`src/rtl/mips_pkg.sv`:
```
// Shared MIPS definitions: the halt word that ends a program image and the
// loader state encoding.
package mips_pkg;

    localparam logic [31:0] HALT_WORD = 32'hFFFF_FFFF;

    typedef enum logic [2:0] {
        ST_IDLE  = 3'd0,
        ST_RECV  = 3'd1,
        ST_WRITE = 3'd2,
        ST_DONE  = 3'd3,
        ST_ERR   = 3'd4
    } loader_state_t;

endpackage

```
`src/rtl/instr_loader_byte_packer.sv`:
```
// Big-endian byte-to-word packer. o_word_valid pulses combinationally with the
// byte that completes a word; o_word holds the completed word until the next one.
module byte_packer #(
    parameter int DATA_WIDTH = 32,
    parameter int BYTE_WIDTH = 8
) (
    input  logic                  i_clk,
    input  logic                  i_rst_n,
    input  logic                  i_clear,
    input  logic                  i_accept,
    input  logic [BYTE_WIDTH-1:0] i_byte,
    output logic [DATA_WIDTH-1:0] o_word,
    output logic                  o_word_valid
);

    localparam int BYTES   = DATA_WIDTH / BYTE_WIDTH;
    localparam int CNT_W   = $clog2(BYTES);
    localparam int SHIFT_W = DATA_WIDTH - BYTE_WIDTH;

    logic [SHIFT_W-1:0]    r_shift;
    logic [CNT_W-1:0]      r_byte_cnt;
    logic [DATA_WIDTH-1:0] r_word;
    logic                  w_last;

    assign w_last       = i_accept && (r_byte_cnt == CNT_W'(BYTES - 1));
    assign o_word_valid = w_last;
    assign o_word       = r_word;

    // Only the first BYTES-1 bytes are held; the final byte goes straight into r_word.
    always_ff @(posedge i_clk) begin
        if (!i_rst_n) begin
            r_shift    <= '0;
            r_byte_cnt <= '0;
            r_word     <= '0;
        end else if (i_clear) begin
            r_shift    <= '0;
            r_byte_cnt <= '0;
        end else if (i_accept) begin
            if (w_last) begin
                r_word     <= {r_shift, i_byte};
                r_byte_cnt <= '0;
            end else begin
                r_shift    <= {r_shift[SHIFT_W-BYTE_WIDTH-1:0], i_byte};
                r_byte_cnt <= r_byte_cnt + 1'b1;
            end
        end
    end

endmodule

```
`src/rtl/instr_loader.sv`:
```
// Loads a UART byte stream into instruction RAM, one word per completed group
// of four bytes, from address 0 until the halt word has been written.
//
// state | meaning
// IDLE  | after reset, waiting for i_start
// RECV  | packing bytes into the next word
// WRITE | one-cycle RAM write of the completed word
// DONE  | halt word written; waiting for i_start
// ERR   | RAM filled without a halt word; waiting for i_start
module instr_loader
    import mips_pkg::*;
#(
    parameter int DATA_WIDTH = 32,
    parameter int BYTE_WIDTH = 8,
    parameter int RAM_DEPTH  = 2048,
    parameter int CNT_WIDTH  = 12
) (
    input  logic                  i_clk,
    input  logic                  i_rst_n,
    input  logic                  i_start,
    input  logic [BYTE_WIDTH-1:0] i_rx_data,
    input  logic                  i_rx_done,
    output logic [DATA_WIDTH-1:0] o_ram_addr,
    output logic [DATA_WIDTH-1:0] o_ram_data,
    output logic                  o_ram_we,
    output logic                  o_ram_en,
    output logic                  o_loading,
    output logic                  o_load_done,
    output logic                  o_overflow,
    output logic [CNT_WIDTH-1:0]  o_word_count
);

    loader_state_t r_state;
    loader_state_t w_next;

    logic [CNT_WIDTH-1:0]  r_word_count;
    logic [DATA_WIDTH-1:0] r_ram_addr;
    logic                  r_ram_we;
    logic                  r_loading;
    logic                  r_load_done;
    logic                  r_overflow;

    logic [DATA_WIDTH-1:0] w_word;
    logic                  w_word_valid;
    logic                  w_accept;
    logic                  w_start_ok;
    logic                  w_is_halt;
    logic                  w_full;
    logic                  w_clear;
    logic [CNT_WIDTH-1:0]  w_count_inc;

    assign w_start_ok  = i_start && (r_state != ST_RECV) && (r_state != ST_WRITE);
    assign w_accept    = i_rx_done && ((r_state == ST_RECV) || (r_state == ST_WRITE));
    assign w_is_halt   = (w_word == HALT_WORD);
    assign w_count_inc = r_word_count + 1'b1;
    assign w_full      = (w_count_inc == CNT_WIDTH'(RAM_DEPTH));

    // A partial word is dropped both on a fresh start and when the load ends.
    assign w_clear = w_start_ok || ((r_state == ST_WRITE) && (w_is_halt || w_full));

    byte_packer #(
        .DATA_WIDTH (DATA_WIDTH),
        .BYTE_WIDTH (BYTE_WIDTH)
    ) u_packer (
        .i_clk        (i_clk),
        .i_rst_n      (i_rst_n),
        .i_clear      (w_clear),
        .i_accept     (w_accept),
        .i_byte       (i_rx_data),
        .o_word       (w_word),
        .o_word_valid (w_word_valid)
    );

    always_ff @(posedge i_clk) begin
        if (!i_rst_n) begin
            r_state <= ST_IDLE;
        end else begin
            r_state <= w_next;
        end
    end

    always_comb begin
        w_next = r_state;
        case (r_state)
            ST_IDLE, ST_DONE, ST_ERR: begin
                if (i_start) begin
                    w_next = ST_RECV;
                end
            end
            ST_RECV: begin
                if (w_word_valid) begin
                    w_next = ST_WRITE;
                end
            end
            ST_WRITE: begin
                if (w_is_halt) begin
                    w_next = ST_DONE;
                end else if (w_full) begin
                    w_next = ST_ERR;
                end else begin
                    w_next = ST_RECV;
                end
            end
            default: w_next = ST_IDLE;
        endcase
    end

    // Outputs are registered from the next state so the write strobe lines up
    // with the state register rather than being decoded after it.
    always_ff @(posedge i_clk) begin
        if (!i_rst_n) begin
            r_word_count <= '0;
            r_ram_addr   <= '0;
            r_ram_we     <= 1'b0;
            r_loading    <= 1'b0;
            r_load_done  <= 1'b0;
            r_overflow   <= 1'b0;
        end else begin
            r_ram_we  <= (w_next == ST_WRITE);
            r_loading <= (w_next == ST_RECV) || (w_next == ST_WRITE);
            if (w_next == ST_WRITE) begin
                r_ram_addr <= DATA_WIDTH'(r_word_count);
            end
            if (w_start_ok) begin
                r_word_count <= '0;
                r_load_done  <= 1'b0;
                r_overflow   <= 1'b0;
            end else if (r_state == ST_WRITE) begin
                r_word_count <= w_count_inc;
                if (w_next == ST_DONE) begin
                    r_load_done <= 1'b1;
                end
                if (w_next == ST_ERR) begin
                    r_overflow <= 1'b1;
                end
            end
        end
    end

    assign o_ram_addr   = r_ram_addr;
    assign o_ram_data   = w_word;
    assign o_ram_we     = r_ram_we;
    assign o_ram_en     = r_ram_we;
    assign o_loading    = r_loading;
    assign o_load_done  = r_load_done;
    assign o_overflow   = r_overflow;
    assign o_word_count = r_word_count;

endmodule

```
`config.mk`:
```
export PLATFORM = sky130hd
export DESIGN_NAME = instr_loader
export DESIGN_NICKNAME = d
export VERILOG_FILES = /design/src/rtl/mips_pkg.sv /design/src/rtl/instr_loader_byte_packer.sv /design/src/rtl/instr_loader.sv
export SDC_FILE = /design/constraint.sdc
export NUM_CORES = 1
export LEC_CHECK = 0
export CORE_MARGIN = 3
export CORE_UTILIZATION = 45
export CTS_CLUSTER_SIZE = 25
export DETAILED_ROUTE_END_ITERATION = 7
export GPL_TIMING_DRIVEN = 1
export PLACE_DENSITY = 0.76
export SLEW_MARGIN = 20
export SYNTH_ARGS = -nofsm -noshare
export SYNTH_HDL_FRONTEND = slang
export SYNTH_SLANG_ARGS = --single-unit
```
`constraint.sdc`:
```
create_clock -name i_clk -period 2 [get_ports i_clk]
set_input_delay 0.6 -clock i_clk [delete_from_list [all_inputs] [get_ports i_clk]]
set_output_delay 0.6 -clock i_clk [all_outputs]
set_load 0.1 [all_outputs]
```
==> impl_metrics.ini, run 1 <==
[run_status]
status = completed

[floorplanning]
dieArea_sq_um = 9720
io_pins = 93
dieHeight_microns = 98.6
die_w_microns = 98.6
core_area_sq_um = 8260
initial_core_util = 0.467
std_cell_rows = 33

[sta]
maxSlewViolCount = 0
holdWs_ps = 465
setup_ws_ps = 4.07
tightest_slew_ps = 612
timing.fmax_ghz = 0.501
tns_ps = 0
finalSetupViolations = 0
clock_skew_ps = 9.38
maxSlewHeadroom = 0.592
fin_crit_ps = 2000
hold_violations = 0
rsz0062_at_grt = yes
fin_crit_sh = 0.998

[synthesis]
synth.top_cell.area_share = 0.462
async_reset_ff_frac = 0
ys.flop_type = dfxtp_1
avgSynthCellArea_sq_um = 9.26
synth-seq-cells = 89
synth_top_area_cell = dfxtp_1
ys_warn_count = 0
yosys-top-cells-area = dfxtp_1 46%, mux2i_1 18%, nand2_1 7.7%
synth_common_cells = 89 x dfxtp_1, 79 x nand2_1, 70 x mux2i_1
yosysMostFrequentCell = dfxtp_1
synth_edf_count = 0
syn_area_sq_um = 3860
synth_cells = 417
synth_cell_types = 41
ys_seq_area_frac = 0.462

[detailed_routing]
drc = 0
drtAntennaViolNets = 0
drt_iter0_markers = 85
vias = 3121
routed_wl_microns = 9140
wl_per_cell_microns = 14.6
via_per_inst = 5.00
firstDrtPassIters = 4

[clock_network]
ctsHoldBuffers = 0
insertion_delay_ps = 370
h-tree-depth = 3
clkTransAtPathRegs_ps = 90
cts_tree = built
clockRootBuffer = clkbuf_8
numCtsBuffers = 9
cts_buffer_depth = 2
cts_sinks = 89

[global_routing]
grt_start_max_net_pins = 33
antenna_found_initial = 0
track_usage = 0.187
grt_pass1_wl_microns = 14600
globalRouteOverflowTotal = 0
grt_pass1_vias = 3013

[place]
routabilityCongestion = 0.784
dp_slack_ps = -230
portBuffers = 72
dp_hpwl_microns = 6480

[critical_path]
crit_path_start_kind = flip-flop
path_cells = buf_4 > nor4_1 > nand3_1 > o31a_1 > o31a_4 > buf_12 > mux2i_1
critPathArrivalTime_ps = 2280
crit_path_max_fanout = 16
critPathSlowestCell = o31a_4
critPathKind = reg2reg
cp.required_ps = 2280
endpoint_kind = flip-flop
max_stage_delay_ps = 390

[power_and_ir_drop]
leakage_nw = 2.13
vdd_ir_drop_max_uv = 366
power_density_nw_per_um2 = 566

[layout]
nets = 528
n_fill_cell = 587
drive_gt1_frac = 0.337
area_growth_pct = 50.4
final_util = 0.703
antenna_cells_inserted = 0

[min_path]
hold_class = reg2reg

[run]
maxCapViolCount = 0
-- state kept, by name, indices dropped and copies added (netlist names) --
signal,flops
u_packer.o_word,32
u_packer.r_shift,24
o_ram_addr,12
o_word_count,12
r_state,3
u_packer.r_byte_cnt,2
o_load_done,1
o_loading,1
o_overflow,1
o_ram_en,1
-- worst max-delay path: cells and delay by family, from the launching register on --
family | cells | cell delay, ps
muxes | 1 | 180
AOI/OAI and AO/OA | 2 | 590
buffers and inverters | 2 | 330
and+or+nand+nor | 2 | 430
DFF | 1 | 370
-- cell families (layout without fill, tap and decap cells) --
logic type | count (synthesis) | in the layout | synth area share
buffers and inverters | 49 | 131 | 0.0852
multiplexers | 70 | 70 | 0.182
flip-flops | 89 | 89 | 0.462
adder cells (fa/ha/maj) | 2 | 2 | 0.00648
AND/OR/NAND/NOR | 174 | 174 | 0.195
AO/OA/AOI/OAI | 19 | 20 | 0.0399
XOR/XNOR | 13 | 13 | 0.0295
other | 1 | 20 | 0.000972
-- per-layer routing --
metal	up-vias	track usage	part of all wire
met1	1470	0.227	0.43
met2	79	0.316	0.51
met4	0	0.0620	0.019
li1	1555	-	-
met5	-	0	0
met3	17	0.0573	0.045
-- cells in the final DEF, fill, tap and decap left out, types with 2 or more instances in the layout --
| master | n |
|---|---|
| buf_12 | 67 |
| nand4_1 | 10 |
| dfxtp_2 | 35 |
| clkinv_2 | 2 |
| nor2_1 | 58 |
| nand3_1 | 7 |
| o21ai_0 | 4 |
| a311oi_1 | 2 |
| inv_1 | 6 |
| clkdlybuf4s50_1 | 10 |
| dfxtp_4 | 10 |
| xor2_1 | 8 |
| clkbuf_8 | 11 |
| conb_1 | 20 |
| and3_1 | 2 |
| buf_4 | 30 |
| nand2_1 | 79 |
| clkinv_4 | 2 |
| a31oi_1 | 2 |
| nor3_1 | 3 |
| nor4_1 | 2 |
| o31ai_4 | 2 |
| xnor2_1 | 5 |
| mux2i_1 | 70 |
| dfxtp_1 | 44 |
-- metrics by stage --
stage                     std cells  total power [mW]  instance area, sq um
after floorplan                 436              2.11                  4080
after global routing            624              3.39                  5810
after CTS                       619              3.31                  5740
final                           624              3.28                  5810
after global placement          601              2.15                  5500
after detailed placement        601              2.15                  5500
-- path summary, 6_finish.rpt --
check	depth (start not counted)	start	end	slack [ps]
setup / recovery	7	o_word_count[8]$_SDFFE_PP0N_	u_packer.o_word[15]$_SDFFE_PN0P_	4
hold / removal	2	u_packer.r_shift[16]$_SDFFE_PP0P_	u_packer.o_word[24]$_SDFFE_PN0P_	460
setup reg to reg	7	o_word_count[8]$_SDFFE_PP0N_	u_packer.o_word[15]$_SDFFE_PN0P_	4
hold reg to reg	2	u_packer.r_shift[16]$_SDFFE_PP0P_	u_packer.o_word[24]$_SDFFE_PN0P_	460
-- final cells by class --
cell class | instances | area, sq um | share of cell area
inverters | 6 | 22.5 | 0.00388
clock inverters | 4 | 27.5 | 0.00474
flip-flops and latches | 89 | 1860 | 0.321
multi-input cells | 299 | 1920 | 0.331
repair buffers | 109 | 1680 | 0.290
well taps | 105 | 131 | 0.0226
clock buffers | 12 | 155 | 0.0267
-- power breakdown --
part / leakage, nW / internal, mW / switching [mW]
logic: 1.29 / 0.0786 / 0.268
clock network: 0.0963 / 0.521 / 0.642
registers: 0.743 / 1.76 / 0.00917
-- repair_timing --
action                     4_1_cts  5_1_grt
gates resized for setup          4        5
setup endpoints to repair       26       62
pin swaps                        1        6
buffers inserted                 1        5
gates cloned                     1        0
Note: power is estimated with default switching activity, not from simulation.
==> run 2: changes to the inputs <==
- REMOVE_ABC_BUFFERS: unset -> 1
==> run 2 against run 1 <==
  * Total power grew 4.4%
  * Cell area grew 2.4%
  * Register-to-register slack is essentially flat
  * Critical path type unchanged
  * Critical endpoint is now u_packer.o_word[18]$_SDFFE_PN0P_
==> impl_metrics.ini, run 2 (same netlist as run 1, synthesis figures left out) <==
[detailed_routing]
vias = 3388
drc = 0
drtAntennaViolNets = 0
routed_wl_microns = 10400
wl_per_cell_microns = 16.3
firstDrtPassIters = 4
via_per_inst = 5.29
drt_iter0_markers = 122

[clock_network]
ctsHoldBuffers = 0
numCtsBuffers = 9
clkTransAtPathRegs_ps = 100
cts_tree = built
insertion_delay_ps = 360
clockRootBuffer = clkbuf_8
h-tree-depth = 3
cts_buffer_depth = 2
cts_sinks = 89

[global_routing]
grt_pass1_vias = 3465
globalRouteOverflowTotal = 0
grt_pass1_wl_microns = 16300
grt_start_max_net_pins = 37
antenna_found_initial = 0
track_usage = 0.206

[layout]
register_area_sq_um = 1800
multi_input_area_sq_um = 1940
largest_reg_flops = 32
area_growth_pct = 54.1
final_util = 0.720
nets = 545
n_fill_cell = 561
final_cells = 641
drive_gt1_frac = 0.300
antenna_cells_inserted = 0
final_area_sq_um = 5950
layout_commonest_cell = dfxtp_1
final_cell_mix = 81 x dfxtp_1, 79 x nand2_1, 69 x mux2i_1, 67 x buf_12, 57 x nor2_1

[critical_path]
reg2reg_slack_ps = 4
critPathMostFrequentCell = buf_4
critPathSlowestCell = dfxtp_1
cp_top_family = buffers and inverters
endpoint_kind = flip-flop
worst-path-buf-inv = 3
max_stage_delay_ps = 340
rr_worst_depth = 8
r2r_start = o_word_count[7]$_SDFFE_PP0N_
critPathArrivalTime_ps = 2240
crit_path_start_kind = flip-flop
path_cells = buf_4 > nor4_2 > nand3_1 > o31a_1 > buf_4 > o31a_4 > clkbuf_16 > mux2i_1
r2r_end = u_packer.o_word[18]$_SDFFE_PN0P_
critPathKind = reg2reg
crit_path_max_fanout = 6
cp.required_ps = 2240

[power_and_ir_drop]
vdd_ir_drop_max_uv = 408
leakage_nw = 2.21
power_density_nw_per_um2 = 577

[sta]
fin_crit_sh = 0.998
finalSetupViolations = 0
clock_skew_ps = 12.2
hold_violations = 0
timing.fmax_ghz = 0.501
maxSlewViolCount = 0
fin_crit_ps = 2000
rsz0062_at_grt = yes
setup_ws_ps = 3.94

[place]
dp_slack_ps = -301
portBuffers = 72
routabilityCongestion = 0.794
dp_hpwl_microns = 6840
dpl_cell_area_sq_um = 5450
placed_cells = 611

[floorplanning]
std_cell_rows = 33
dieHeight_microns = 98.6
dieArea_sq_um = 9720
die_w_microns = 98.6
io_pins = 93
initial_core_util = 0.467
core_area_sq_um = 8260

[run]
maxCapViolCount = 0

[min_path]
hold_class = reg2reg
whs_endpoint = u_packer.o_word[25]$_SDFFE_PN0P_
min-delay-start = u_packer.r_shift[17]$_SDFFE_PP0P_
worstHoldPathCells = 2

[run_status]
status = completed
[run 2: where the power goes]
group	switching, mW	total, mW	internal, mW
sequential	0.00994	1.79	1.78
clock	0.671	1.28	0.614
combinational	0.272	0.358	0.0852
[run 2: metrics by stage]
| stage | setup TNS [ps] | total power [mW] | hold slack [ps] |
|---|---|---|---|
| 5_1_grt | -2090 | 3.53 | 507 |
| 6_report | 0 | 3.43 | 476 |
| 3_3_place_gp | -11380 | 2.16 | 460 |
| 2_1_floorplan | -68370 | 2.07 | 437 |
| 4_1_cts | 0 | 3.43 | 480 |
| 3_5_place_dp | -14940 | 2.16 | 464 |
[run 2: worst max path at each step]
stage	startpoint	to	slack, ps	depth (start not counted)
5_1_grt	o_word_count[7]$_SDFFE_PP0N_	u_packer.o_word[11]$_SDFFE_PN0P_	-90	8
2_1_floorplan	o_word_count[0]$_SDFFE_PP0N_	u_packer.o_word[0]$_SDFFE_PN0P_	-1270	6
4_1_cts	o_word_count[6]$_SDFFE_PP0N_	u_packer.o_word[13]$_SDFFE_PN0P_	8	7
3_3_place_gp	i_rx_done	u_packer.o_word[14]$_SDFFE_PN0P_	-260	6
6_report	o_word_count[7]$_SDFFE_PP0N_	u_packer.o_word[18]$_SDFFE_PN0P_	4	8
3_5_place_dp	i_rx_done	u_packer.o_word[3]$_SDFFE_PN0P_	-300	6
[run 2: timing repair]
| item | 4_1_cts | 5_1_grt |
|---|---|---|
| pin swaps | 3 | 4 |
| buffers inserted | 11 | 1 |
| cloned | 2 | 1 |
| endpoints found under the hold margin | 0 | 0 |
| resized for setup | 13 | 19 |
| setup endpoints to repair | 59 | 48 |
[run 2: worst reg2reg max path: stages, from the launching register on]
cell and delay [ps]:
dfxtp_1 340, buf_4 160, nor4_2 310, nand3_1 130, o31a_1 150, buf_4 150, o31a_4 340, clkbuf_16 190
mux2i_1 120
[run 2: cell type report]
cell class,count,area share
well taps,105,0.0221
clock buffers,10,0.0231
inverters,6,0.00379
repair buffers,126,0.312
clock inverters,6,0.0114
flip-flops and latches,89,0.302
multi-input cells,299,0.325
[run 2: routing by layer]
metal  global-route usage  part of all wire  wire (microns)  up-vias
met5                    0                 0               0        -
met4               0.0851             0.017             176        0
met3               0.0410             0.060             622       23
met2                0.377              0.51            5360      146
met1                0.232              0.41            4280     1632
li1                     -                 -               -     1587
==> run 3: changes to the inputs <==
--- a/config.mk
+++ b/config.mk
@@ -7,2 +7,3 @@
 export LEC_CHECK = 0
+export CAP_MARGIN = 25
 export CORE_MARGIN = 3
--- a/constraint.sdc
+++ b/constraint.sdc
@@ -3,2 +3,2 @@
 set_output_delay 0.6 -clock i_clk [all_outputs]
-set_load 0.1 [all_outputs]
+set_load 0.05 [all_outputs]
==> run 3 against run 2 <==
  * The flow now finishes with violations (setup timing)
  * Global-route usage is 1.8 points lower
  * Clock skew is 2.3 ps lower
  * Maximum frequency is 3.8% lower
  * Core utilization is 9.0 points lower
  * Worst hold slack worse by 10 ps
  * Final cell count stayed put
  * Combinational power is 27% lower
  * Wire length is 9.8% lower
  * Clock power is 9% higher
  * Setup slack worse by 80 ps
  * Cell area is 12% lower
  * Clock-buffer cell count is 1 lower
  * Critical path type unchanged
==> impl_metrics.ini, run 3 (same netlist as run 1, synthesis figures left out) <==
[floorplanning]
initial_core_util = 0.467
core_area_sq_um = 8260
die_w_microns = 98.6
io_pins = 93
std_cell_rows = 33
dieHeight_microns = 98.6
dieArea_sq_um = 9720

[clock_network]
insertion_delay_ps = 370
cts_tree = built
clkTransAtPathRegs_ps = 90
cts_sinks = 89
ctsHoldBuffers = 0
clockRootBuffer = clkbuf_8
h-tree-depth = 3
cts_buffer_depth = 2
numCtsBuffers = 9

[power_and_ir_drop]
power_density_nw_per_um2 = 660
pwr-share-comb = 0.076
p_clk_frac = 0.405
internal_power_mw = 2.57
leakage_nw = 2.05
p_sw_frac = 0.251
seqPwrFrac = 0.520
p_sw_mw = 0.864
vdd_ir_drop_max_uv = 431

[place]
portBuffers = 72
routabilityCongestion = 0.858
dp_slack_ps = -312
dp_hpwl_microns = 6270

[detailed_routing]
vias = 3254
via_per_inst = 5.08
wl_per_cell_microns = 14.7
drc = 0
drtAntennaViolNets = 0
firstDrtPassIters = 4
routed_wl_microns = 9410
drt_iter0_markers = 100

[sta]
timing.fmax_ghz = 0.482
fin_crit_sh = 1.04
rsz0062_at_grt = yes
hold_violations = 0
clock_skew_ps = 9.90
setup_ws_ps = -76.0
fin_crit_ps = 2080
maxSlewViolCount = 0
finalSetupViolations = 34

[critical_path]
endpoint_kind = flip-flop
crit_path_start_kind = flip-flop
critPathKind = reg2reg
max_stage_delay_ps = 410
path_cells = nand4_2 > or3_1 > o21a_4 > buf_4 > a2111o_1 > a32o_1
worst-path-buf-inv = 1
crit_path_max_fanout = 4
critPathArrivalTime_ps = 2340
cp_top_family = compound AO/OA/AOI/OAI gates
cp.required_ps = 2260
critPathSlowestCell = a2111o_1

[layout]
drive_gt1_frac = 0.291
multi_input_area_sq_um = 1920
largest_reg_flops = 32
n_fill_cell = 676
register_area_sq_um = 1790
final_cell_mix = 100 x buf_4, 83 x dfxtp_1, 78 x nand2_1, 70 x mux2i_1, 58 x nor2_1
layout_commonest_cell = buf_4
area_growth_pct = 34.8
nets = 545
final_util = 0.630
antenna_cells_inserted = 0

[global_routing]
grt_pass1_vias = 3166
antenna_found_initial = 0
track_usage = 0.188
globalRouteOverflowTotal = 0
grt_start_max_net_pins = 65
grt_pass1_wl_microns = 14900

[min_path]
hold_class = reg2reg

[run]
maxCapViolCount = 0

[run_status]
status = complete, but fails checks
violations = setup timing
==> run 3: cell count changes in the layout (fill, tap and decap cells not counted), sizes merged <==
cell      previous run  this run
inv                  6         8
clkbuf              11        10
clkinvlp             2         1
clkinv               3         2
bufinv               1         2
==> run 3: path summary, 6_finish.rpt <==
path / startpoint / endpoint / slack, ps / cells past startpoint
setup / recovery: o_word_count[6]$_SDFFE_PP0N_ / o_loading$_SDFF_PN0_ / -80 / 6
hold / removal: u_packer.r_shift[20]$_SDFFE_PP0P_ / u_packer.o_word[28]$_SDFFE_PN0P_ / 470 / 2
setup reg to reg: o_word_count[6]$_SDFFE_PP0N_ / o_loading$_SDFF_PN0_ / -80 / 6
hold reg to reg: u_packer.r_shift[20]$_SDFFE_PP0P_ / u_packer.o_word[28]$_SDFFE_PN0P_ / 470 / 2
==> run 3: timing repair <==
action,CTS,global route
buffers inserted,8,2
resized for setup,9,17
hold endpoints to repair,0,0
setup endpoints to repair,59,34
gates cloned,1,1
pin swaps,2,5
==> run 3: cell type report <==
cell class	count	share of cell area
flip-flops and latches	89	0.344
inverters	6	0.00433
clock inverters	7	0.0197
well taps	105	0.0252
clock buffers	9	0.0238
multi-input cells	299	0.368
repair buffers	126	0.215
==> run 3: per-stage QoR <==
step / TNS, ps / hold slack, ps / area (sq um) / std cells / total power [mW]
4_1_cts: 0 / 475 / 5090 / 638 / 3.47
3_3_place_gp: -13670 / 458 / 4750 / 613 / 2.07
2_1_floorplan: -43500 / 437 / 3620 / 393 / 1.98
3_5_place_dp: -14830 / 458 / 4750 / 613 / 2.07
6_report: -1260 / 466 / 5200 / 641 / 3.44
5_1_grt: -2750 / 473 / 5200 / 641 / 3.57
==> run 3: metal layers <==
metal | up-vias | part of all wire | GRT usage | routed length (microns)
met4 | 0 | 0.011 | 0.0473 | 103
met3 | 13 | 0.067 | 0.0594 | 634
li1 | 1589 | - | - | -
met1 | 1544 | 0.42 | 0.225 | 3940
met2 | 108 | 0.50 | 0.329 | 4730
met5 | - | 0 | 0 | 0
==> run 3: worst register-to-register path: stages, from the launching register on <==
cell	delay [ps]
dfxtp_2	370
nand4_2	150
or3_1	400
o21a_4	240
buf_4	140
a2111o_1	410
a32o_1	250
==> run 3: power groups by stage <==
stage,Combinational (mW),Sequential [mW],Clock (mW)
after floorplan,0.150,1.83,0
after global placement,0.239,1.83,0
after detailed placement,0.243,1.83,0
after CTS,0.259,1.79,1.43
after global routing,0.276,1.79,1.50
final,0.260,1.79,1.39
